[src/rtl/serial_load_pkg.sv]
`default_nettype none
// ============================================================================
// Module   : serial_load_pkg
// Brief    : Shared widths, state encodings and parity helper for the serial
//            load controller. Optional parity build: SERIAL_LOAD_PARITY_EN.
// Revision : 1.0
// ============================================================================
package serial_load_pkg;

    localparam int DATA_W = 8;
    localparam int CNT_W  = 4;
    localparam int IDX_W  = $clog2(DATA_W);

    // Counter value at which the final data bit is being accepted.
    localparam logic [CNT_W-1:0] c_LAST_CNT = CNT_W'(DATA_W - 1);

    typedef enum logic [1:0] {
        ST_IDLE   = 2'd0,
        ST_SHIFT  = 2'd1,
        ST_LOAD   = 2'd2
`ifdef SERIAL_LOAD_PARITY_EN
        ,
        ST_PARITY = 2'd3
`endif
    } state_t;

`ifdef SERIAL_LOAD_PARITY_EN
    // Even parity: data plus parity bit must carry an even number of ones.
    function automatic logic even_parity_ok(input logic [DATA_W-1:0] i_data,
                                            input logic              i_par);
        return ~(^{i_data, i_par});
    endfunction
`endif

endpackage
`default_nettype wire

[src/rtl/serial_load_if.sv]
`default_nettype none
// ============================================================================
// Module   : serial_load_if
// Brief    : Serial input / parallel load bus of the serial load controller.
// Revision : 1.0
// ============================================================================
interface serial_load_if;
    import serial_load_pkg::*;

    logic              SerIn;
    logic              SerValid;
    logic              Abort;
    logic [DATA_W-1:0] ParOut;
    logic              EnbarOut;
    logic              Busy;
    logic              ParityErr;

    modport master (
        output SerIn, SerValid, Abort,
        input  ParOut, EnbarOut, Busy, ParityErr
    );

    modport slave (
        input  SerIn, SerValid, Abort,
        output ParOut, EnbarOut, Busy, ParityErr
    );

endinterface
`default_nettype wire

[src/rtl/serial_load_shifter.sv]
`default_nettype none
// ============================================================================
// Module   : serial_load_shifter
// Brief    : Indexed shift register and bit counter, updated on falling edge.
// Revision : 1.0
// ============================================================================
module serial_load_shifter
    import serial_load_pkg::*;
(
    input  wire logic              clk,
    input  wire logic              rst,
    input  wire logic              i_clr_cnt,
    input  wire logic              i_shift_en,
    input  wire logic              i_bit,
    output logic [DATA_W-1:0]      o_load_data,
    output logic [CNT_W-1:0]       o_cnt
);

    logic [DATA_W-1:0] r_shift;
    logic [CNT_W-1:0]  r_cnt;
    logic [DATA_W-1:0] w_shift_next;

    always_comb begin
        w_shift_next                    = r_shift;
        w_shift_next[r_cnt[IDX_W-1:0]]  = i_bit;
    end

    always_ff @(negedge clk) begin
        if (rst) begin
            r_shift <= '0;
            r_cnt   <= '0;
        end else if (i_clr_cnt) begin
            r_cnt   <= '0;
        end else if (i_shift_en) begin
            r_shift <= w_shift_next;
            r_cnt   <= r_cnt + CNT_W'(1);
        end
    end

    // With parity the byte is complete before the parity bit arrives; without
    // it the last data bit must be merged in on the same edge it is accepted.
`ifdef SERIAL_LOAD_PARITY_EN
    assign o_load_data = r_shift;
`else
    assign o_load_data = w_shift_next;
`endif
    assign o_cnt = r_cnt;

endmodule
`default_nettype wire

[src/rtl/serial_load_controller.sv]
`default_nettype none
// ============================================================================
// Module   : serial_load_controller
// Brief    : Assembles an LSB-first serial byte and pulses an active-low load
//            enable for one ClkN period. Parity build: SERIAL_LOAD_PARITY_EN.
// Revision : 1.0
// ============================================================================
module serial_load_controller
    import serial_load_pkg::*;
(
    input  wire logic    ClkN,
    input  wire logic    Clr,
    serial_load_if.slave bus
);

    state_t            r_state;
    logic [DATA_W-1:0] r_par_out;
    logic              r_enbar;
    logic              r_busy;

    logic              w_in_frame;
    logic              w_shift_en;
    logic              w_clr_cnt;
    logic [CNT_W-1:0]  w_cnt;
    logic [DATA_W-1:0] w_load_data;

    assign w_in_frame = (r_state == ST_IDLE) || (r_state == ST_SHIFT);
    assign w_shift_en = w_in_frame && !bus.Abort && bus.SerValid;

    // Counter restarts after a load, on abort, and once the parity bit is seen.
`ifdef SERIAL_LOAD_PARITY_EN
    assign w_clr_cnt = (r_state == ST_LOAD)
                     || (bus.Abort && (r_state != ST_LOAD))
                     || ((r_state == ST_PARITY) && bus.SerValid);
`else
    assign w_clr_cnt = (r_state == ST_LOAD)
                     || (bus.Abort && (r_state != ST_LOAD));
`endif

    serial_load_shifter u_shifter (
        .clk         (ClkN),
        .rst         (Clr),
        .i_clr_cnt   (w_clr_cnt),
        .i_shift_en  (w_shift_en),
        .i_bit       (bus.SerIn),
        .o_load_data (w_load_data),
        .o_cnt       (w_cnt)
    );

`ifdef SERIAL_LOAD_PARITY_EN
    logic r_parity_err;
`endif

    always_ff @(negedge ClkN) begin
        if (Clr) begin
            r_state   <= ST_IDLE;
            r_par_out <= '0;
            r_enbar   <= 1'b1;
            r_busy    <= 1'b0;
`ifdef SERIAL_LOAD_PARITY_EN
            r_parity_err <= 1'b0;
`endif
        end else begin
`ifdef SERIAL_LOAD_PARITY_EN
            r_parity_err <= 1'b0;
`endif
            case (r_state)
                ST_IDLE, ST_SHIFT: begin
                    if (bus.Abort) begin
                        r_state <= ST_IDLE;
                    end else if (bus.SerValid) begin
                        if (w_cnt == c_LAST_CNT) begin
`ifdef SERIAL_LOAD_PARITY_EN
                            r_state   <= ST_PARITY;
`else
                            r_state   <= ST_LOAD;
                            r_par_out <= w_load_data;
                            r_enbar   <= 1'b0;
                            r_busy    <= 1'b1;
`endif
                        end else begin
                            r_state <= ST_SHIFT;
                        end
                    end
                end
`ifdef SERIAL_LOAD_PARITY_EN
                ST_PARITY: begin
                    if (bus.Abort) begin
                        r_state <= ST_IDLE;
                    end else if (bus.SerValid) begin
                        if (even_parity_ok(w_load_data, bus.SerIn)) begin
                            r_state   <= ST_LOAD;
                            r_par_out <= w_load_data;
                            r_enbar   <= 1'b0;
                            r_busy    <= 1'b1;
                        end else begin
                            r_state      <= ST_IDLE;
                            r_parity_err <= 1'b1;
                        end
                    end
                end
`endif
                // Load always completes; Abort and SerValid are ignored here.
                ST_LOAD: begin
                    r_state <= ST_IDLE;
                    r_enbar <= 1'b1;
                    r_busy  <= 1'b0;
                end
                default: begin
                    r_state <= ST_IDLE;
                end
            endcase
        end
    end

    assign bus.ParOut   = r_par_out;
    assign bus.EnbarOut = r_enbar;
    assign bus.Busy     = r_busy;
`ifdef SERIAL_LOAD_PARITY_EN
    assign bus.ParityErr = r_parity_err;
`else
    assign bus.ParityErr = 1'b0;
`endif

endmodule
`default_nettype wire

[src/flat_wrapper.sv]
// flat-port wrapper written by rule: the top's interface ports become plain ports
module serial_load_controller_flat import serial_load_pkg::*;
  (ClkN, Clr, bus_SerIn, bus_SerValid, bus_Abort, bus_ParOut, bus_EnbarOut, bus_Busy, bus_ParityErr);
  serial_load_if bus_i ();
  input  wire logic ClkN;
  input  wire logic Clr;
  input wire logic [$bits(bus_i.SerIn)-1:0] bus_SerIn;
  input wire logic [$bits(bus_i.SerValid)-1:0] bus_SerValid;
  input wire logic [$bits(bus_i.Abort)-1:0] bus_Abort;
  output wire logic [$bits(bus_i.ParOut)-1:0] bus_ParOut;
  output wire logic [$bits(bus_i.EnbarOut)-1:0] bus_EnbarOut;
  output wire logic [$bits(bus_i.Busy)-1:0] bus_Busy;
  output wire logic [$bits(bus_i.ParityErr)-1:0] bus_ParityErr;
  assign bus_i.SerIn = bus_SerIn;
  assign bus_i.SerValid = bus_SerValid;
  assign bus_i.Abort = bus_Abort;
  assign bus_ParOut = bus_i.ParOut;
  assign bus_EnbarOut = bus_i.EnbarOut;
  assign bus_Busy = bus_i.Busy;
  assign bus_ParityErr = bus_i.ParityErr;
  serial_load_controller u_core (.ClkN(ClkN), .Clr(Clr), .bus(bus_i));
endmodule
[config.mk]
export PLATFORM = sky130hd
export DESIGN_NAME = serial_load_controller_flat
export DESIGN_NICKNAME = d
export VERILOG_FILES = /design/src/rtl/serial_load_pkg.sv /design/src/rtl/serial_load_if.sv /design/src/rtl/serial_load_shifter.sv /design/src/rtl/serial_load_controller.sv /design/src/flat_wrapper.sv
export SDC_FILE = /design/constraint.sdc
export NUM_CORES = 1
export LEC_CHECK = 0
export ABC_AREA = 1
export CELL_PAD_IN_SITES_DETAIL_PLACEMENT = 0
export CELL_PAD_IN_SITES_GLOBAL_PLACEMENT = 2
export CORE_ASPECT_RATIO = 1.4
export CORE_MARGIN = 2
export CORE_UTILIZATION = 30
export DETAILED_ROUTE_END_ITERATION = 7
export PLACE_DENSITY = 0.79
export SLEW_MARGIN = 20
export SYNTH_ARGS = -nofsm -noshare
export SYNTH_HDL_FRONTEND = slang
export SYNTH_SLANG_ARGS = --single-unit
export TNS_END_PERCENT = 30
[constraint.sdc]
create_clock -name ClkN -period 3 [get_ports ClkN]
set_clock_uncertainty 0.15 [all_clocks]
set_input_delay 0.45 -clock ClkN [delete_from_list [all_inputs] [get_ports ClkN]]
set_output_delay 0.45 -clock ClkN [all_outputs]
set_load 0.02 [all_outputs]
# Word-level counts from Yosys, hierarchy flattened
# Index checks and enable logic that the tools add are counted.
[word_totals]
in_bits = 5
word_cells = 46
regBits = 24
[classes]
n_addsub = 1
n_mux = 12
n_eq_ne = 7
order_cmp = 2
n_bitwise = 3
n_reduce_logical = 15
[ops]
columns = ["op", "count"]
rows = [
  ["8-bit bitwise mux", 1],
  ["4-bit AND reduction", 2],
  ["1-bit two-way mux", 7],
  ["2-bit != test, second input constant", 3],
  ["4-bit by 1-bit adder with 4-bit output, second input constant", 1],
  ["4-bit by 3-bit equality test with 1-bit output, second input constant", 1],
  ["1-bit logical AND", 4],
  ["3-bit by 4-bit less-than comparator with 1-bit output, second input constant", 1],
  ["1-bit one-hot mux with 2 select lines", 2],
  ["2-bit OR reduction", 2],
  ["1-bit demux with 3-bit select", 1],
  ["3-bit by 1-bit greater-or-equal comparator with 1-bit output, second input constant", 1],
  ["1-bit inverter", 3],
  ["3-bit OR reduction", 1],
  ["2-bit by 1-bit equality test with 1-bit output, second input constant", 1],
  ["2-bit equality test, second input constant", 1],
  ["2-bit zero test", 1],
  ["1-bit logical OR", 2],
  ["2-bit two-way mux", 1],
  ["2-bit by 1-bit != test with 1-bit output, second input constant", 1],
  ["2-bit AND reduction", 1],
  ["2-bit nonzero test", 1],
  ["1-bit zero test", 1],
]

# Logic depth before layout (Yosys ltp)
[logic_depth]
ltp_word = 5
mapped_depth = 8
ltp_nobuf = 7

# Cells and area by module
# A second synthesis with hierarchy kept.
[unflattened]
cells_unflattened = 197
hier_area_um2 = 1296.2
[modules_own_cells]
columns = ["module", "n_inst", "area_each_um2", "cells_per_inst", "seq_area_each_um2"]
rows = [
  ["serial_load_shifter", 1, 713.2, 112, 240.2],
  ["serial_load_controller", 1, 583.1, 85, 240.2],
]

==> results.sh <==
export IMPL_power_density_nw_per_um2=467.4
export IMPL_min_from="u_core.bus.Busy"
export IMPL_synth_top_family_by_area="simple AND/OR/NAND/NOR gates"
export IMPL_layout_nets=232
export IMPL_cts_inserted_buffers=3
export IMPL_synth_top_cells_by_count="51 x nand2_1, 29 x nor2_1, 27 x inv_1"
export IMPL_clock_latency_ns=0.34
export IMPL_endpoint_kind="output port"
export IMPL_wire_per_inst_microns=9.444
export IMPL_synth_top_flop_cell="dfxtp_1"
export IMPL_finalNonFillerCells=268
export IMPL_cts_root_buf="clkbuf_8"
export IMPL_startpoint_type="flop"
export IMPL_drv_cap=0
export IMPL_gp_congestion=0.7457
export IMPL_setup_viol=0
export IMPL_io_pins=16
export IMPL_core_sq_um=3919
export IMPL_hold_slack_ns=0.2896
export IMPL_crit_path_max_fanout=2
export IMPL_die_w_microns=58.06
export IMPL_grt_pass1_wl_mm=4.402
export IMPL_grt_pass1_vias=1102
export IMPL_yosys_cell_count_top_type="nand2_1"
export IMPL_clock_sinks=24
export IMPL_path_buf_inv=1
export IMPL_syn_inst=186
export IMPL_synth_seq_cells=24
export IMPL_dr_pass1_iters=4
export IMPL_place_detailed_hpwl_mm=1.839
export IMPL_synth_nets=192
export IMPL_n_fill_cell=434
export IMPL_crit_arrival_ns=2.33
export IMPL_io_buffers=14
export IMPL_power_leakage_nw=0.8431
export IMPL_yosys_mux_area_fraction=0
export IMPL_cp_cell_sequence="buf_2"
export IMPL_cts_hold_buf=0
export IMPL_vias=1170
export IMPL_min_path_type="flop to flop"
export IMPL_row_count=27
export IMPL_drtAntennaViolNets=0
export IMPL_die_area_sq_um=4627
export IMPL_fin_ws_ns=0.07077
export IMPL_yosysWarningCount=0
export IMPL_slowest_delay_ns=0.32
export IMPL_fin_util=0.3847
export IMPL_cp_required_ns=2.40
export IMPL_drt_wl_total_mm=2.531
export IMPL_rsz0062_at_grt="no"
export IMPL_drc=0
export IMPL_dp_slack_ns=-0.3427
export IMPL_layout_drive_gt1_share=0.1422
export IMPL_fin_area_sq_um=1508
export IMPL_synth_area_leaders="dfxtp_1 39%, nand2_1 16%, nor2_1 8.9%"
export IMPL_critical_path_class="flop to output port"
export IMPL_area_growth_pct=22.83
export IMPL_grt_use_total=0.1192
export IMPL_critPathSlowestCell="dfxtp_1"
export IMPL_synthDistinctLibCells=25
export IMPL_ys_async_sr_fraction=0
export IMPL_ctsHtreeMaxLevel=1
export IMPL_syn_area_sq_um=1227
export IMPL_synthAdderAreaFrac=0.01019
export IMPL_path_clk_slew_ns=0.04
export IMPL_status="finished clean"
export IMPL_grt_overflow=0
export IMPL_yosysTopAreaCell="dfxtp_1"
export IMPL_cts_tree="built"
export IMPL_synth_edf_count=0
export IMPL_antenna_cells=0
export IMPL_post_cts_buffers=0
export IMPL_yosys_area_share_simple=0.3802
export IMPL_ir_drop_mv=0.2726
export IMPL_netlist_area_leader_share=0.3914
export IMPL_r2r_start="u_core.u_shifter.o_cnt[0]"
export IMPL_hold_viol=0
export IMPL_ys_seq_area_frac=0.3914
export IMPL_maxSlewViolCount=0
export IMPL_die_y_microns=79.69
export IMPL_grt_max_degree=18
export IMPL_dpl_cell_count=241
export IMPL_postPlaceCellArea_sq_um=1406
export IMPL_synthXorXnorAreaFrac=0.007136
export IMPL_antenna_found_initial=0
export IMPL_setup_worst_path_start="u_core.bus.ParOut[0]"
export IMPL_critical_path_top_delay_family="flip-flops"
export IMPL_routed_via_density=4.366
export IMPL_postSynthAreaPerCell_sq_um=6.599
export IMPL_initial_core_util=0.3132
export IMPL_drt_iter0_markers=38
export IMPL_clk_path_buf_depth=2
export IMPL_synth_compound_area_frac=0.06116
## sequential cells by signal, indices dropped and copies added, names as in the netlist
name / count
u_core.r_state: 2
u_core.u_shifter.o_cnt: 4
u_core.u_shifter.r_shift: 8
u_core.bus.ParOut: 8
u_core.bus.Busy: 1
u_core.bus.EnbarOut: 1
## power breakdown
part,internal (mW),switching (mW)
clock network,0.134,0.184
logic,0.0217,0.0328
registers,0.328,0.00461
## routing by layer
metal / up-vias / routed length [microns] / share of wire / track usage
met4: 0 / 35 / 0.014 / 0.08372
met5: - / 0 / 0 / 0
li1: 638 / - / - / -
met2: 20 / 1205 / 0.48 / 0.1932
met1: 508 / 1173 / 0.46 / 0.1251
met3: 4 / 117 / 0.046 / 0.04376
## layout by cell type, fill, tap and decap left out, drive strengths merged
master         count
clkinvlp           1
dlymetal6s2s       1
buf               17
nor2              33
a211oi             1
xor2               1
o21ai              4
clkdlybuf4s50      3
conb               1
a21oi              8
nand4              5
nand3             13
inv               52
clkbuf             3
dfxtp             24
nand2             55
a21boi             1
ha                 1
clkinv             1
## path summary, 6_finish.rpt
check                                             to  slack, ns  cells past startpoint
worst max-delay path                   bus_ParOut[0]       0.07                      1
worst min-delay path                 u_core.bus.Busy       0.29                      2
worst max register to register  u_core.bus.ParOut[1]       1.35                      6
worst min register to register       u_core.bus.Busy       0.29                      2
## logic make-up after synthesis
group / Yosys count
and+or+nand+nor: 106
adders and majority gates: 1
DFF: 24
other: 1
buffers and inverters: 39
AOI/OAI and AO/OA: 14
xor gates and xnor gates: 1
## what timing repair did
| item | 4_1_cts | 5_1_grt |
|---|---|---|
| gates resized for setup | 40 | 6 |
| setup endpoints to repair | 10 | 16 |
| pin swaps | 0 | 1 |
## final cells by class
cell class / instances / area (sq um) / area share
clock buffer: 3 / 41.29 / 0.02739
clock inverter: 25 / 95.09 / 0.06307
inverter: 29 / 111.4 / 0.07386
multi-input combinational: 123 / 580.6 / 0.3851
sequential: 24 / 480.5 / 0.3187
tap: 43 / 53.80 / 0.03568
timing repair buffer: 21 / 145.1 / 0.09627
## stage by stage
step	power (mW)	TNS [ns]
2_1_floorplan	0.4252	0
5_1_grt	0.7681	0
4_1_cts	0.7254	0
6_report	0.7048	0
3_3_place_gp	0.4407	-6.435
3_5_place_dp	0.4415	-6.859
Note: power is estimated with default switching activity, not from simulation.
